File: config.mk
export PLATFORM = sky130hd
export DESIGN_NAME = bcd_serial_adder
export DESIGN_NICKNAME = d
export VERILOG_FILES = /design/src/rtl/bcd_pkg.sv /design/src/rtl/bcd_digit_adder.sv /design/src/rtl/bcd_serial_adder.sv
export SDC_FILE = /design/constraint.sdc
export NUM_CORES = 1
export LEC_CHECK = 0
export BUFFER_PORTS_ARGS = -buffer_cell sky130_fd_sc_hd__buf_2
export CORE_MARGIN = 10
export CORE_UTILIZATION = 52
export CTS_BUF_LIST = sky130_fd_sc_hd__clkbuf_16
export DETAILED_ROUTE_END_ITERATION = 10
export PLACE_DENSITY = 0.87
export SYNTH_ARGS = -nofsm -noshare
export SYNTH_HDL_FRONTEND = slang
export SYNTH_SLANG_ARGS = --single-unit
File: constraint.sdc
create_clock -name clk -period 6.03 [get_ports clk]
set_input_delay 0.9045 -clock clk [delete_from_list [all_inputs] [get_ports clk]]
set_output_delay 0.9045 -clock clk [all_outputs]
set_load 0.02 [all_outputs]
File: src/rtl/bcd_pkg.sv
// rtl/bcd_pkg.sv - shared constants and state type for the serial BCD adder
package bcd_pkg;
    localparam int DIGIT_W  = 4;
    localparam int BCD_MAX  = 9;
    localparam int BCD_CORR = 6;

    typedef enum logic [1:0] {
        IDLE,
        ADD,
        DONE
    } state_t;
endpackage

File: src/rtl/bcd_digit_adder.sv
// rtl/bcd_digit_adder.sv - combinational single-digit BCD adder with +6 correction
module bcd_digit_adder
    import bcd_pkg::*;
(
    input  logic [DIGIT_W-1:0] a,
    input  logic [DIGIT_W-1:0] b,
    input  logic               c_in,
    output logic [DIGIT_W-1:0] s,
    output logic               c_out
);

    logic [DIGIT_W:0] z;

    always_comb begin
        z = {1'b0, a} + {1'b0, b} + {{DIGIT_W{1'b0}}, c_in};
        if (z > (DIGIT_W+1)'(BCD_MAX)) begin
            s     = z[DIGIT_W-1:0] + DIGIT_W'(BCD_CORR);
            c_out = 1'b1;
        end else begin
            s     = z[DIGIT_W-1:0];
            c_out = 1'b0;
        end
    end

endmodule

File: src/rtl/bcd_serial_adder.sv
// rtl/bcd_serial_adder.sv - multi-digit BCD adder sharing one digit adder, LSD first
module bcd_serial_adder
    import bcd_pkg::*;
#(
    parameter int DIGITS = 4
) (
    input  logic                    clk,
    input  logic                    rst,
    input  logic                    start,
    input  logic [DIGIT_W*DIGITS-1:0] a,
    input  logic [DIGIT_W*DIGITS-1:0] b,
    input  logic                    c_in,
    output logic                    busy,
    output logic                    done,
    output logic [DIGIT_W*DIGITS-1:0] s,
    output logic                    c_out,
    output logic                    err
);

    localparam int IDX_W = (DIGITS > 1) ? $clog2(DIGITS) : 1;
    localparam int W     = DIGIT_W * DIGITS;

    state_t             state, state_nxt;
    logic [W-1:0]       a_q, b_q, s_q;
    logic [IDX_W-1:0]   idx_q;
    logic               carry_q, c_out_q, err_q;
    logic [DIGIT_W-1:0] a_dig, b_dig, sum_dig;
    logic               dig_carry, last_dig, dig_bad;

    assign a_dig    = a_q[DIGIT_W*idx_q +: DIGIT_W];
    assign b_dig    = b_q[DIGIT_W*idx_q +: DIGIT_W];
    assign last_dig = (idx_q == IDX_W'(DIGITS-1));
    assign dig_bad  = (a_dig > DIGIT_W'(BCD_MAX)) || (b_dig > DIGIT_W'(BCD_MAX));

    bcd_digit_adder u_digit (
        .a     (a_dig),
        .b     (b_dig),
        .c_in  (carry_q),
        .s     (sum_dig),
        .c_out (dig_carry)
    );

    always_ff @(posedge clk or posedge rst) begin
        if (rst) state <= IDLE;
        else     state <= state_nxt;
    end

    always_comb begin
        state_nxt = state;
        case (state)
            IDLE:    if (start) state_nxt = ADD;
            ADD:     if (last_dig) state_nxt = DONE;
            DONE:    state_nxt = IDLE;
            default: state_nxt = IDLE;
        endcase
    end

    // Operands are captured at start so later input changes cannot disturb the sum.
    always_ff @(posedge clk or posedge rst) begin
        if (rst) begin
            a_q     <= '0;
            b_q     <= '0;
            s_q     <= '0;
            idx_q   <= '0;
            carry_q <= 1'b0;
            c_out_q <= 1'b0;
            err_q   <= 1'b0;
        end else begin
            case (state)
                IDLE: begin
                    if (start) begin
                        a_q     <= a;
                        b_q     <= b;
                        carry_q <= c_in;
                        s_q     <= '0;
                        idx_q   <= '0;
                        c_out_q <= 1'b0;
                        err_q   <= 1'b0;
                    end
                end
                ADD: begin
                    s_q[DIGIT_W*idx_q +: DIGIT_W] <= sum_dig;
                    carry_q <= dig_carry;
                    err_q   <= err_q | dig_bad;
                    if (last_dig) c_out_q <= dig_carry;
                    else          idx_q   <= idx_q + 1'b1;
                end
                default: ;
            endcase
        end
    end

    assign busy  = (state != IDLE);
    assign done  = (state == DONE);
    assign s     = s_q;
    assign c_out = c_out_q;
    assign err   = err_q;

endmodule
=== Yosys cells after proc, flatten, opt, wreduce, memory -nomap -nowiden ===
Cells that the tools add are included.

* Register bits after elaboration: 55
* Bits of input ports: 36
* Output and inout bits: 20
* Word-level logic and storage cells: 53

* Add/sub/neg operators: 5
* $lt $le $gt $ge: 3
* Equal/unequal tests: 6
* Shift operators: 4
* Muxes and demuxes: 17
* Bitwise gates (word level): 1
* Reductions and logical operators: 9

{| class="wikitable"
|+ Operators with widths
! kind !! count
|-
| $neg A4 Y34 || 1
|-
| $shift A4 B34 Y16 const A || 1
|-
| $shiftx A4 B34 Y16 || 1
|-
| $pmux W16 S2 || 1
|-
| $shiftx A16 B5 Y4 || 2
|-
| $bwmux W16 || 1
|-
| $mux W16 || 1
|-
| $gt A4 B4 Y1 const B || 2
|-
| $mux W2 || 4
|-
| $pmux W2 S2 || 2
|-
| $ne A2 B2 Y1 const B || 3
|-
| $pmux W1 S2 || 3
|-
| $reduce_and A2 Y1 || 3
|-
| $reduce_and A3 Y1 || 2
|-
| $add A4 B4 Y5 || 1
|-
| $add A5 B1 Y5 || 1
|-
| $gt A5 B4 Y1 const B || 1
|-
| $add A4 B3 Y4 const B || 1
|-
| $eq A2 B2 Y1 const B || 2
|-
| $mux W1 || 4
|-
| $mux W4 || 1
|-
| $reduce_bool A2 Y1 || 2
|-
| $add A2 B1 Y2 const B || 1
|-
| $eq A2 B1 Y1 const B || 1
|-
| other kinds (3) || 3
|}

=== Longest topological paths before layout ===
* Depth in word-level cells: 8
* Gate-level depth with buffers: 11
* Depth with buffers taken out: 10

=== Cells and area by module ===
From an unflattened synthesis, not the netlist that was laid out.

* Cells, all modules: 180
* Area total of the unflattened synthesis: 2608.8 um^2

{| class="wikitable"
|+ By module, submodules not included
! module !! instances !! cells an instance !! area each (um^2) !! seq. area each (um^2)
|-
| bcd_serial_adder || 1 || 158 || 2397.3 || 1376.3
|-
| bcd_digit_adder || 1 || 22 || 211.5 || 0.0
|}

=== Worst setup path before layout ===
OpenSTA, ideal clock, no wires.

* Kind: register to register
* Start: register idx_q[0]
* End: register s_q[10], in the netlist s[10]
* Setup time: 130 ps
* Arrival time: 3467 ps
* Data required time: 5900 ps
* Setup slack: 2433 ps
* Cell stages (with the launch flop): 12
* Buffers on the path: 1
* Period minus slack after synthesis: 3597 ps
* Path through: dfrtp_1 > buf_6 > mux4_2 > fa_1 > fa_1 > xnor2_1 > ha_1 > nor2b_1 > a2111oi_0 > a211oi_1 > a211oi_2 > o21ai_1

* Longest elaborated chain between the ends: 8
* Elaborated cells between the ends (all ways): 12
* Classes of those cells: add/sub (4); order compare (1); shift (4); mux (3)

{| class="wikitable"
|+ Ends and longest elaborated chain
! what !! RTL line !! source
|-
| from (decl) || bcd_serial_adder.sv:25 || <nowiki>logic [IDX_W-1:0] idx_q;</nowiki>
|-
| from (signal assigned) || bcd_serial_adder.sv:86 || <nowiki>else idx_q <= idx_q + 1'b1;</nowiki>
|-
| $shiftx A16 B5 Y4, on equally long branches || bcd_serial_adder.sv:30, bcd_serial_adder.sv:31 ||
|-
| $add A4 B4 Y5 || bcd_digit_adder.sv:15 || <nowiki>z = {1'b0, a} + {1'b0, b} + {{DIGIT_W{1'b0}}, c_in};</nowiki>
|-
| $add A5 B1 Y5 || bcd_digit_adder.sv:15 ||
|-
| $add A4 B3 Y4 / $gt A5 B4 Y1 (equally long branches) || bcd_digit_adder.sv:17, bcd_digit_adder.sv:16 ||
|-
| $mux W4 || bcd_digit_adder.sv:16 || <nowiki>if (z > (DIGIT_W+1)'(BCD_MAX)) begin</nowiki>
|-
| $shiftx A4 B34 Y16 || bcd_serial_adder.sv:82 || <nowiki>s_q[DIGIT_W*idx_q +: DIGIT_W] <= sum_dig;</nowiki>
|-
| $bwmux W16 * || bcd_serial_adder.sv:82 ||
|-
| $pmux W16 S2 * || bcd_serial_adder.sv:69 || <nowiki>case (state)</nowiki>
|-
| to (signal, indexed assignment) || bcd_serial_adder.sv:82 ||
|-
| to (decl) || bcd_serial_adder.sv:24 || <nowiki>logic [W-1:0] a_q, b_q, s_q;</nowiki>
|}

Mark *: on every way between the ends. The rest lies on a longest branch, timed or not.
A chain may end at the register's enable or synchronous reset.

=== Final worst setup path ===
* Start: register idx_q[0]
* End: register s_q[6], in the netlist s[6]

The elaborated chain is that of the path after synthesis.

==> results.txt <==
Outcome = complete, no violations
Core Area = 0.00507 mm^2
Synthesized instance count = 284
Fin area = 0.00320 mm^2
Net Count, Synth = 331
Worst-path maximum fanout = 16
Wire per inst = 15.0 um
Worst Path Arrival = 4.27 ns
Vias = 2140
H-tree levels = 2
Port Buffers = 55
Vias in the first global route = 2290
Layout Utilization = 0.630
Slowest stage delay, CP = 0.82 ns
Dominant synthesized flop cell = dfrtp_1
Register area = 0.00138 mm^2
Synth top area share = 0.507
Ant diodes = 0
Worst slew pin tran = 1.17 ns
CP Launch Type = flop
Setup CP Type = flop to flop
Reg clk slew, reported paths = 0.06 ns
Starting density of the core = 0.535
Initial antenna violation count = 0
Total of cells resized after clock tree synthesis = 0
Cell Area, Placed = 0.00303 mm^2
Site Rows = 26
Total GRT Usage = 0.150
RSZ-0062 raised after global routing = no
Nets@finish = 382
CTS Buffer Depth = 2
Final WL = 6.08 mm
Commonest cells post-synth = nand2_1, dfrtp_1, clkbuf_1
Die span in x = 92.3 um
Count leader, synth = nand2_1
Area Growth Syn to Fin = 17.7%
Root Buffer = clkbuf_16
Die Ht = 92.3 um
# fillers = 429
CP cell instances = mux4_2, fa_1, fa_1, xnor2_1, ha_1, nor2b_1, a2111oi_0, a211oi_1, a211oi_2, o21ai_1
Relative slew margins = 0.222
Pin count of the biggest net entering global routing = 56
Period utilisation layout = 0.682
Yosys cell types = 35
Buf/Inv on CP = 0
DP Worst Slack = 1.95 ns
# Post-CTS Setup Buffers = 0
Dpl hpwl = 4.57 mm
Mapped Avg Cell Area = 9.56 um^2
Multi-input logic area = 0.00126 mm^2
Max Transition Viols Final = 0
First-pass GRT wire length = 10.6 mm
Post-synth top area cell = dfrtp_1
GP Congestion = 0.893
Full die area = 0.00851 mm^2
Setup slack, reg-to-reg = 1.92 ns
Total count of hold-check failures in the final report = 0
Synth async-reset ratio = 1.00
Clock Latency Late Sink = 0.29 ns
Clk sinks = 55
DRT iter0 DRCs = 136
Routed Antenna Nets = 0
Worst setup margin = 1.92 ns
Clk_skew = 0.00564 ns
Cts bufs inserted = 5
Worst path slowest cell = dfrtp_1
DRT Pass-1 Iters = 4
Remaining Overflow, GRT = 0
Worst path most repeated cell = fa_1
#FFs+latches synth = 55
Crit path required time = 6.19 ns
# IOs = 56
Via density = 5.27
Layout cell share with drive strength beyond 1 = 0.241
DRC violations left = 0
Period minus WS final = 4.11 ns
Critical path's top delay family = adder cells
HP Class = flop to flop
Post-synth EDFFs = 0
Max Cap Viol = 0
Post-synthesis sequential area ratio = 0.507
Post-Syn Area = 0.00272 mm^2
CTS Hold Bufs = 0
Final setup TNS = 0 ns
Synth warn = 0
Crit. End Element = flop
Max frequency = 243 MHz
CTS tree = built
Synth area leaders = dfrtp_1, nand2_1, mux4_2, ha_1, a21o_1
Setup-failing EPs final = 0
## layout by cell type, fill, tap and decap left out, drive strengths merged, types with 5 or more instances in the layout
master	instances
a21o	8
buf	55
clkbuf	5
dfrtp	55
ha	9
inv	8
mux4	8
nand2	120
nand3	7
nor2	5
o21ai	15
## registers in the layout, summed over array words and instances, names as in the netlist
name and cells:
carry_q 1, c_out 1, s 16, err 1, a_q 16, b_q 16
idx_q 2, state 2
## through the flow
stage / hold WS (ns) / cells
floorplan: 0.440 / 284
global placement: 0.452 / 398
detailed placement: 0.462 / 398
CTS: 0.476 / 406
global route: 0.503 / 406
finish: 0.472 / 406
## logic make-up after synthesis
kind of cell             share of synthesized area
adder cells (fa/ha/maj)                     0.0562
flip-flops                                   0.507
AO/OA/AOI/OAI                                0.107
AND/OR/NAND/NOR                              0.227
XOR/XNOR                                   0.00322
multiplexers                                0.0705
buffers and inverters                       0.0290
## per-layer routing
layer | vias to the layer above | global-route usage | routed length (um)
li1 | 1050 | - | -
met1 | 1001 | 0.188 | 2740
met2 | 79 | 0.242 | 2840
met3 | 10 | 0.0489 | 433
met4 | 0 | 0.0411 | 68
met5 | - | 0 | 0
## worst paths after layout
check,start,endpoint,cells past startpoint
setup / recovery,idx_q[0],s[6],10
hold / removal,s[9],s[9],2
setup reg to reg,idx_q[0],s[6],10
hold reg to reg,s[9],s[9],2
max in group asynchronous,rst,b_q[3],2
min in group asynchronous,rst,state[1],2
## cell type report
type / instances / share of cell area
tap: 70 / 0.0274
inverter: 8 / 0.00939
clock buffer: 5 / 0.0391
sequential: 55 / 0.431
timing repair buffer: 55 / 0.0861
clock inverter: 3 / 0.0121
multi-input combinational: 210 / 0.395
## tightest hold or removal path: stages, from the launching register on
cell	delay, ns
dfrtp_1	0.34
nand2_1	0.05
o31ai_1	0.05
Power is left out: the tool's default activity adds up to more than one toggle a clock period on the data nets, which glitch-free logic cannot reach.
